===== config.mk =====
export PLATFORM = sky130hd
export DESIGN_NAME = mem_access_unit
export DESIGN_NICKNAME = d
export VERILOG_FILES = /design/src/rtl/mem_access_unit.sv
export SDC_FILE = /design/constraint.sdc
export NUM_CORES = 1
export LEC_CHECK = 0
export BUFFER_PORTS_ARGS = -buffer_cell sky130_fd_sc_hd__buf_2
export CORE_MARGIN = 2
export CORE_UTILIZATION = 43
export DETAILED_ROUTE_END_ITERATION = 6
export PLACE_DENSITY = 0.74
export SLEW_MARGIN = 40
export SYNTH_ARGS = -nofsm -noshare
export SYNTH_HDL_FRONTEND = slang
export SYNTH_SLANG_ARGS = --single-unit
export TNS_END_PERCENT = 50

===== constraint.sdc =====
create_clock -name clk -period 1.8 [get_ports clk]
set_clock_uncertainty 0.1 [all_clocks]
set_input_delay 0.18 -clock clk [delete_from_list [all_inputs] [get_ports clk]]
set_output_delay 0.18 -clock clk [all_outputs]
set_load 0.02 [all_outputs]

===== src/rtl/mem_access_unit.sv =====
// mem_access_unit
// ---------------
// Initiator side of the data-memory interface. It takes one byte-addressed
// load/store request at a time from the MEM stage. It drives a word-addressed,
// single-port synchronous memory with a read latency of one cycle. It returns
// either extended load data or a store acknowledge as a one-cycle pulse.
//
// Optional feature macro: LSU_SUBWORD_EN
//   defined   : byte and half loads/stores are supported. Sub-word stores
//               use a read-modify-write sequence.
//   undefined : only word accesses are legal. Every other size is answered
//               with an error response.
//
// Ports
//   clk, rst_n              clock, synchronous active-low reset
//   req_valid / req_ready   request handshake
//   req_write               1 = store, 0 = load
//   req_size                0 byte, 1 half, 2 word, 3 illegal
//   req_signed              load extension: 1 sign, 0 zero
//   req_addr, req_wdata     byte address, right-aligned store data
//   resp_valid              one-cycle completion pulse
//   resp_err                qualifies resp_valid (error response)
//   resp_rdata              extended load data (0 for stores and errors)
//   mem_address             word index driven to the memory
//   mem_writeData           word written to the memory
//   mem_MemRead             memory read strobe
//   mem_MemWrite            memory write strobe
//   mem_readData            memory read data, valid the cycle after a read
//   dbg_state               current FSM state, for observation only
//
// Handshake: a request transfers on a rising edge where req_valid && req_ready.
// All request fields are captured on that edge. req_ready is high only in IDLE
// and only while out of reset. Responses cannot be back-pressured. resp_valid
// rises in the first IDLE cycle after completion, and a new request may be
// accepted in that same cycle.
module mem_access_unit #(
  parameter int DATA_W = 32,
  parameter int DEPTH  = 1024
) (
  input  logic              clk,
  input  logic              rst_n,
  input  logic              req_valid,
  output logic              req_ready,
  input  logic              req_write,
  input  logic [1:0]        req_size,
  input  logic              req_signed,
  input  logic [DATA_W-1:0] req_addr,
  input  logic [DATA_W-1:0] req_wdata,
  output logic              resp_valid,
  output logic              resp_err,
  output logic [DATA_W-1:0] resp_rdata,
  output logic [DATA_W-1:0] mem_address,
  output logic [DATA_W-1:0] mem_writeData,
  output logic              mem_MemRead,
  output logic              mem_MemWrite,
  input  logic [DATA_W-1:0] mem_readData,
  output logic [2:0]        dbg_state
);

  typedef enum logic [2:0] {
    IDLE   = 3'd0,
    LD_RD  = 3'd1,
    LD_CAP = 3'd2,
    ST_WR  = 3'd3,
    RMW_RD = 3'd4,
    RMW_WR = 3'd5,
    ERR    = 3'd6
  } state_t;

  localparam logic [DATA_W:0] ADDR_LIMIT = (DATA_W+1)'(4 * DEPTH);

  state_t            state, state_nx;
  logic [1:0]        size_q;
  logic              sgn_q;
  logic [DATA_W-1:0] addr_q;
  logic [DATA_W-1:0] wdata_q;

  logic accept;
  logic size_bad, align_bad, range_bad, req_bad;
  logic done;

  // Pick the addressed lane out of a memory word and extend it to full width.
  function automatic logic [DATA_W-1:0] load_extract(
    input logic [DATA_W-1:0] w,
    input logic [1:0]        size,
    input logic              sgn,
    input logic [1:0]        lane
  );
    logic [7:0]  b;
    logic [15:0] h;
    b = w[{lane, 3'b000} +: 8];
    h = w[{lane[1], 4'b0000} +: 16];
    case (size)
      2'd0:    return {{(DATA_W-8){sgn & b[7]}}, b};
      2'd1:    return {{(DATA_W-16){sgn & h[15]}}, h};
      default: return w;
    endcase
  endfunction

`ifdef LSU_SUBWORD_EN
  // Replace the addressed byte or half of the old memory word.
  function automatic logic [DATA_W-1:0] lane_merge(
    input logic [DATA_W-1:0] w,
    input logic [15:0]       wd,
    input logic [1:0]        size,
    input logic [1:0]        lane
  );
    logic [DATA_W-1:0] m;
    m = w;
    if (size == 2'd0) m[{lane, 3'b000} +: 8] = wd[7:0];
    else              m[{lane[1], 4'b0000} +: 16] = wd;
    return m;
  endfunction
`endif

  assign req_ready = (state == IDLE) && rst_n;
  assign accept    = req_valid && req_ready;
  assign dbg_state = state;

  // Request legality. Every failing check leads to the same ERR path, so the
  // checks are simply ORed together.
  always_comb begin
    size_bad  = 1'b0;
    align_bad = 1'b0;
`ifdef LSU_SUBWORD_EN
    size_bad  = (req_size == 2'd3);
    align_bad = ((req_size == 2'd1) && req_addr[0]) ||
                ((req_size == 2'd2) && (req_addr[1:0] != 2'b00));
`else
    size_bad  = (req_size != 2'd2);
    align_bad = (req_addr[1:0] != 2'b00);
`endif
    range_bad = ({1'b0, req_addr} >= ADDR_LIMIT);
    req_bad   = size_bad || align_bad || range_bad;
  end

  always_comb begin
    state_nx = state;
    case (state)
      IDLE: begin
        if (accept) begin
          if (req_bad)        state_nx = ERR;
          else if (!req_write) state_nx = LD_RD;
`ifdef LSU_SUBWORD_EN
          else if (req_size != 2'd2) state_nx = RMW_RD;
`endif
          else                 state_nx = ST_WR;
        end
      end
      LD_RD:  state_nx = LD_CAP;
      LD_CAP: state_nx = IDLE;
      ST_WR:  state_nx = IDLE;
`ifdef LSU_SUBWORD_EN
      RMW_RD: state_nx = RMW_WR;
      RMW_WR: state_nx = IDLE;
`endif
      ERR:    state_nx = IDLE;
      default: state_nx = IDLE;
    endcase
  end

  // The memory strobes are gated by rst_n. As a result, asserting reset in the
  // middle of an operation never reaches the memory.
  always_comb begin
    mem_MemRead   = 1'b0;
    mem_MemWrite  = 1'b0;
    mem_writeData = '0;
    mem_address   = '0;
    if (state != IDLE) mem_address = {2'b00, addr_q[DATA_W-1:2]};
    case (state)
      LD_RD:  mem_MemRead = rst_n;
      ST_WR: begin
        mem_MemWrite  = rst_n;
        mem_writeData = wdata_q;
      end
`ifdef LSU_SUBWORD_EN
      RMW_RD: mem_MemRead = rst_n;
      // mem_readData still holds the word read in RMW_RD, because no read is
      // issued in this cycle.
      RMW_WR: begin
        mem_MemWrite  = rst_n;
        mem_writeData = lane_merge(mem_readData, wdata_q[15:0], size_q, addr_q[1:0]);
      end
`endif
      default: ;
    endcase
  end

  assign done = (state == LD_CAP) || (state == ST_WR) ||
                (state == RMW_WR) || (state == ERR);

  always_ff @(posedge clk) begin
    if (!rst_n) begin
      state      <= IDLE;
      resp_valid <= 1'b0;
      resp_err   <= 1'b0;
      resp_rdata <= '0;
      size_q     <= 2'd0;
      sgn_q      <= 1'b0;
      addr_q     <= '0;
      wdata_q    <= '0;
    end else begin
      state      <= state_nx;
      resp_valid <= done;
      resp_err   <= (state == ERR);
      resp_rdata <= (state == LD_CAP) ?
                    load_extract(mem_readData, size_q, sgn_q, addr_q[1:0]) : '0;
      if (accept) begin
        size_q  <= req_size;
        sgn_q   <= req_signed;
        addr_q  <= req_addr;
        wdata_q <= req_wdata;
      end
    end
  end

endmodule


==> impl_metrics.ini, run 1 <==
[grt]
grt_max_degree = 42
grt_pass1_vias = 4840
grt_overflow = 0
grt_pass1_wl_um = 22900
grt_usage_pct = 25.4
antenna_found_initial = 1

[clock_network]
cts_sinks = 104
clock_latency_ns = 0.37
tritoncts = yes
cts_htree_levels = 3
cts_root_buf = clkbuf_8
cts_made_buffers = 9
cts.path.max_buffers = 2
path_clk_slew_ns = 0.10

[layout]
final_core_util_pct = 68.6
layout.cells.non_filler = 979
regArea_um2 = 2090
finalInstanceArea_um2 = 7050
layout_common_cells = buf_2 (175), nand2_1 (172), dfxtp_1 (100)
nets = 940
multi_input_area_um2 = 2210
final_common_cell = buf_2
nFillCells = 771
syn2layout_area_growth_pct = 55.5
layout-drive-gt1-share_pct = 31.8

[timing]
final-setup-viol-count = 2
fin_crit_ns = 1.80
fin_crit_sh_pct = 100
drv_slew = 0
hold-worst-slack_ns = 0.0116
hold_violations = 0
rsz0062_at_grt = yes
setup_tns_ns = -0.00273
fmax_mhz = 555
fin_ws_ns = -0.00199

[yosys]
async_flop_share_pct = 0
synthCells = 545
syn_area_um2 = 4530
synth-seq-area-share_pct = 45.9
ys_ff_latch = 104
yosys_most_used_dff = dfxtp_1
ys_types = 42
synth_edf_count = 0
syn_avg_cell_area_um2 = 8.32
synth_warnings = 0

[run]
maxCapViolations = 0

[pwr]
intPower_mw = 3.56
clkPwrFrac_pct = 33.6
pwr_density_cell_nw_per_um2 = 683
power_frac_seq_pct = 50.3
p_comb_share_pct = 16.1
switching_power_mw = 1.26
swShare_pct = 26.1
leakagePower_nw = 3.12
p_total_mw = 4.82
peakVddDrop_mv = 0.469

[placed_design]
gp_congestion = 0.840
place_ws_ns = 0.0165
placedCellCount = 864
dpl_cell_area_um2 = 5710
portBuffers = 204
dpl.hpwl_um = 9100

[floorplan]
die_x_um = 107
die_h_um = 107
core_um2 = 10300
start_util_pct = 44.1
fp.dieArea_um2 = 11400
rows = 37
io_pins = 207

[critical_path]
cp_max_fo = 33
critPathCaptureType = primary output
worstSetupPathType = flip-flop to primary output
crit_buf_inv = 2
crit_family = simple AND/OR/NAND/NOR gates
reg2reg_slack_ns = 0.10
reg2regPathDepth = 5
cp.arrival_ns = 1.52
cp_cell_sequence = and3b_2 > buf_12 > and2_1 > buf_4
crit_cells = 4
reg2reg_from = addr_q[1]$_SDFFE_PN0P_
required_ns = 1.52
start_kind = flip-flop
critPathMaxStageDelay_ns = 0.41
cp_slowest_cell = dfxtp_4
rr_endpoint = resp_rdata[9]$_SDFF_PN0_

[route]
ant_nets = 0
drt_iter0_drc = 343
via_per_inst = 5.10
drt-total-wl_um = 15200
wl_per_cell_um = 15.6
route.detailed.drc = 0
drt_first_pass_iters = 5
num_vias = 4995

[worst_hold_path]
hold_class = input pin to flip-flop
min-delay-start = mem_readData[23]
worstHoldEndpoint = resp_rdata[23]$_SDFF_PN0_
whs_path_depth = 3

[status]
status = complete, but fails checks
violations = negative setup slack
cell usage after synthesis (all sizes together) (3+ instances only):
cell type	count	area share, %
nand2	173	14
dfxtp	104	46
a21boi	67	12
and2	35	4.8
nor2b	34	4.7
a21oi	24	2.7
clkbuf	24	2.0
buf	18	3.2
inv	8	0.66
a221oi	7	1.4
a22oi	7	1.2
o21ai	7	0.77
and3	4	0.55
nor2	4	0.33
nor3	3	0.33
nor4	3	0.41
worst min-delay path: cells and delay by family:
family | cells | cell delay [ns]
buffers and inverters | 1 | 0.13
AO/OA/AOI/OAI | 1 | 0.07
AND/OR/NAND/NOR | 1 | 0.06
final cells by class:
class	instances	area share (%)
Clock inverter	7	1.35
Inverter	8	0.426
Timing Repair Buffer	322	33.0
Sequential cell	104	29.7
Multi-Input combinational cell	392	31.3
Clock buffer	9	1.76
Tap cell	136	2.42
Antenna cell	1	0.0355
cells by family (layout without fill, tap and decap cells):
kind of cell | Yosys count | after routing | synth area share [%]
simple gates | 267 | 267 | 27.7
mux | 2 | 2 | 0.580
other cells | 1 | 3 | 0.0827
flops | 104 | 104 | 45.9
xor+xnor | 1 | 1 | 0.193
compound gates | 120 | 120 | 19.6
buf+inv | 50 | 346 | 5.88
worst max path at each step:
| stage | startpoint | endpoint | slack, ns |
|---|---|---|---|
| 2_1_floorplan | dbg_state[2]$_SDFFE_PN0P_ | addr_q[24]$_SDFFE_PN0P_ | 0.03 |
| 3_3_place_gp | addr_q[1]$_SDFFE_PN0P_ | resp_rdata[13]$_SDFF_PN0_ | 0.1 |
| 3_5_place_dp | addr_q[1]$_SDFFE_PN0P_ | resp_rdata[8]$_SDFF_PN0_ | 0.02 |
| 4_1_cts | dbg_state[2]$_SDFFE_PN0P_ | mem_address[10] | -0.0004 |
| 5_1_grt | dbg_state[2]$_SDFFE_PN0P_ | mem_writeData[15] | -0.05 |
| 6_report | dbg_state[2]$_SDFFE_PN0P_ | mem_writeData[19] | -0.002 |
routing by layer:
metal | share of wire, % | track usage (%)
met3 | 8.2 | 6.63
met4 | 3.0 | 11.1
met5 | 0 | 0
met1 | 38 | 28.5
met2 | 51 | 45.2
state kept, by name (all words and copies together) (netlist names):
name,flops
addr_q,32
resp_rdata,32
wdata_q,32
dbg_state,3
size_q,2
resp_err,1
resp_valid,1
sgn_q,1
power by group through the flow:
stage,Combinational [mW],Sequential (mW),Clock (mW)
final,0.773,2.42,1.62
after global routing,0.838,2.43,1.76
after CTS,0.740,2.42,1.65
after detailed placement,0.584,2.48,0
after global placement,0.573,2.47,0
after floorplan,0.332,2.48,0
repair_timing:
| action | CTS | global route |
|---|---|---|
| pin swaps | 0 | 1 |
| endpoints found under the hold margin | 99 | 1 |
| endpoints found under the setup margin | 60 | 72 |
| hold buffers | 92 | 1 |
| gates resized for setup | 5 | 47 |
| buffers inserted | 0 | 5 |
(Power assumes the default switching activity.)
==> inputs of run 2 (changes only) <==
--- a/config.mk
+++ b/config.mk
@@ -7,9 +7,9 @@
 export LEC_CHECK = 0
 export BUFFER_PORTS_ARGS = -buffer_cell sky130_fd_sc_hd__buf_2
 export CORE_MARGIN = 2
-export CORE_UTILIZATION = 43
+export CORE_UTILIZATION = 47
 export DETAILED_ROUTE_END_ITERATION = 6
-export PLACE_DENSITY = 0.74
+export PLACE_DENSITY = 0.8
 export SLEW_MARGIN = 40
 export SYNTH_ARGS = -nofsm -noshare
 export SYNTH_HDL_FRONTEND = slang
==> run 2 against run 1 <==
Effect of this change: the flow still finishes with violations (negative setup slack); via count is 1.1% higher; clock power fell by 4%; design area grew 2.8%; combinational power increased by 11%; sequential share of layout area is 0.89 points lower; global-route usage is 2.3 points higher; utilization up 9.5 points; register-to-register slack worse by 0.05 ns; power is 0.20% higher; non-clock buffer count increased by 1; critical endpoint is now mem_address[5]; largest cell class unchanged; largest power group unchanged; highest routed layer unchanged.
==> impl_metrics.ini, run 2 (synthesis results as in run 1) <==
[status]
status = complete, but fails checks
violations = negative setup slack

[route]
drt-total-wl_um = 15800
ant_nets = 0
via_per_inst = 5.18
wl_per_cell_um = 16.2
num_vias = 5051
route.detailed.drc = 0
drt_first_pass_iters = 5
drt_iter0_drc = 181

[pwr]
switching_power_mw = 1.28
peakVddDrop_mv = 0.397
intPower_mw = 3.55
clkPwrFrac_pct = 32.0
swShare_pct = 26.4
pwr_density_cell_nw_per_um2 = 666
p_total_mw = 4.83
power_frac_seq_pct = 50.2
p_comb_share_pct = 17.7
leakagePower_nw = 3.16

[critical_path]
required_ns = 1.52
start_kind = flip-flop
reg2regPathDepth = 6
reg2reg_slack_ns = 0.05
reg2reg_from = dbg_state[2]$_SDFFE_PN0P_
rr_endpoint = addr_q[18]$_SDFFE_PN0P_
worstSetupPathType = flip-flop to primary output
critPathCaptureType = primary output
cp.arrival_ns = 1.57
cp_max_fo = 7

[timing]
final-setup-viol-count = 28
fin_crit_ns = 1.85
hold_violations = 0
fmax_mhz = 540
drv_slew = 0
fin_crit_sh_pct = 103
rsz0062_at_grt = yes
fin_ws_ns = -0.0523
tightest_slew_ns = 0.514
slew_headroom_pct = 65.2

[grt]
grt_max_degree = 41
use_met2_pct = 49.1
antenna_found_initial = 2
use_met1_pct = 30.4
busiest_layer = met2
grt_pass1_wl_um = 22600
use_met3_pct = 6.02
grt_overflow = 0
grt_usage_pct = 27.7
grt_pass1_vias = 4861

[layout]
layout_common_cells = nand2_1 (172), buf_2 (152), dfxtp_1 (100)
nets = 942
regArea_um2 = 2090
finalInstanceArea_um2 = 7250
layout-drive-gt1-share_pct = 34.7
syn2layout_area_growth_pct = 59.9
multi_input_area_um2 = 2300
final_common_cell = nand2_1
reg_top3 = addr_q (32), resp_rdata (32), wdata_q (32)
nFillCells = 588

[placed_design]
portBuffers = 204
dpl.hpwl_um = 9090
gp_congestion = 0.933
dpl_cell_area_um2 = 5710

[floorplan]
io_pins = 207
rows = 35
fp.dieArea_um2 = 10400
die_h_um = 102
die_x_um = 102
core_um2 = 9280
start_util_pct = 48.8

[worst_hold_path]
min-delay-start = req_addr[21]
whs_path_depth = 3
worstHoldEndpoint = addr_q[21]$_SDFFE_PN0P_
hold_class = input pin to flip-flop

[clock_network]
cts_made_buffers = 9
cts_sinks = 104
cts_root_buf = clkbuf_8
path_clk_slew_ns = 0.09
tritoncts = yes
cts.path.max_buffers = 2
cts_htree_levels = 3
clock_latency_ns = 0.36

[run]
maxCapViolations = 0
run 2: changes by cell type in the layout (fill, tap and decap cells not counted), sizes merged:
cell and delta:
dlygate4sd3 -4, and3b +1, bufinv -1, buf +3, clkinv -1, clkbuf +4
diode +1
run 2: metrics by stage:
step	utilization [%]	cells	TNS (ns)	hold slack (ns)	setup slack [ns]
after global routing	78.0	975	-2.34	0.00851	-0.0996
after detailed placement	61.5	859	0	0.328	0.0160
after CTS	73.9	962	-0.783	0.00225	-0.0335
after floorplan	-	546	0	0.215	0.0318
after global placement	61.5	859	0	0.319	0.117
final	78.0	975	-0.777	0.0143	-0.0523
run 2: worst max path at each step:
stage | from | end | slack (ns) | cells after the start
6_report | dbg_state[0]$_SDFFE_PN0P_ | mem_address[5] | -0.05 | 6
2_1_floorplan | dbg_state[2]$_SDFFE_PN0P_ | addr_q[24]$_SDFFE_PN0P_ | 0.03 | 6
3_3_place_gp | addr_q[1]$_SDFFE_PN0P_ | resp_rdata[11]$_SDFF_PN0_ | 0.12 | 4
3_5_place_dp | dbg_state[2]$_SDFFE_PN0P_ | mem_writeData[28] | 0.02 | 3
4_1_cts | dbg_state[2]$_SDFFE_PN0P_ | mem_address[23] | -0.03 | 5
5_1_grt | dbg_state[0]$_SDFFE_PN0P_ | mem_address[5] | -0.1 | 6
run 2: cell type report:
cell class | instances | share of cell area [%]
clock buffer | 11 | 2.09
sequential | 104 | 28.8
tap | 129 | 2.23
inverter | 8 | 0.414
antenna | 2 | 0.0691
timing repair buffer | 323 | 33.7
multi-input combinational | 393 | 31.8
clock inverter | 5 | 0.881
run 2: metal layers:
layer / up-vias / wire (µm)
met2: 272 / 8070
met1: 2355 / 6070
met4: 0 / 608
met5: - / 0
li1: 2369 / -
met3: 55 / 1090
run 2: timing repair:
action | 4_1_cts | 5_1_grt
pin swaps | 7 | 2
setup buffers | 0 | 5
endpoints found under the hold margin | 94 | 2
hold buffers | 87 | 2
setup endpoints to repair | 63 | 81
gates cloned | 0 | 4
gates resized for setup | 26 | 84
run 2: power by group through the flow:
stage	clock, mW	sequential [mW]	combinational [mW]
finish	1.55	2.42	0.855
global route	1.65	2.43	0.915
floorplan	0	2.48	0.332
CTS	1.56	2.42	0.748
global placement	0	2.47	0.582
detailed placement	0	2.47	0.597
run 2: worst max-delay path, cell delays in order (launching register included):
cell and delay, ns:
dfxtp_4 0.37, buf_8 0.13, nor3_4 0.17, buf_6 0.17, clkbuf_16 0.18, nor2b_2 0.06
buf_6 0.13
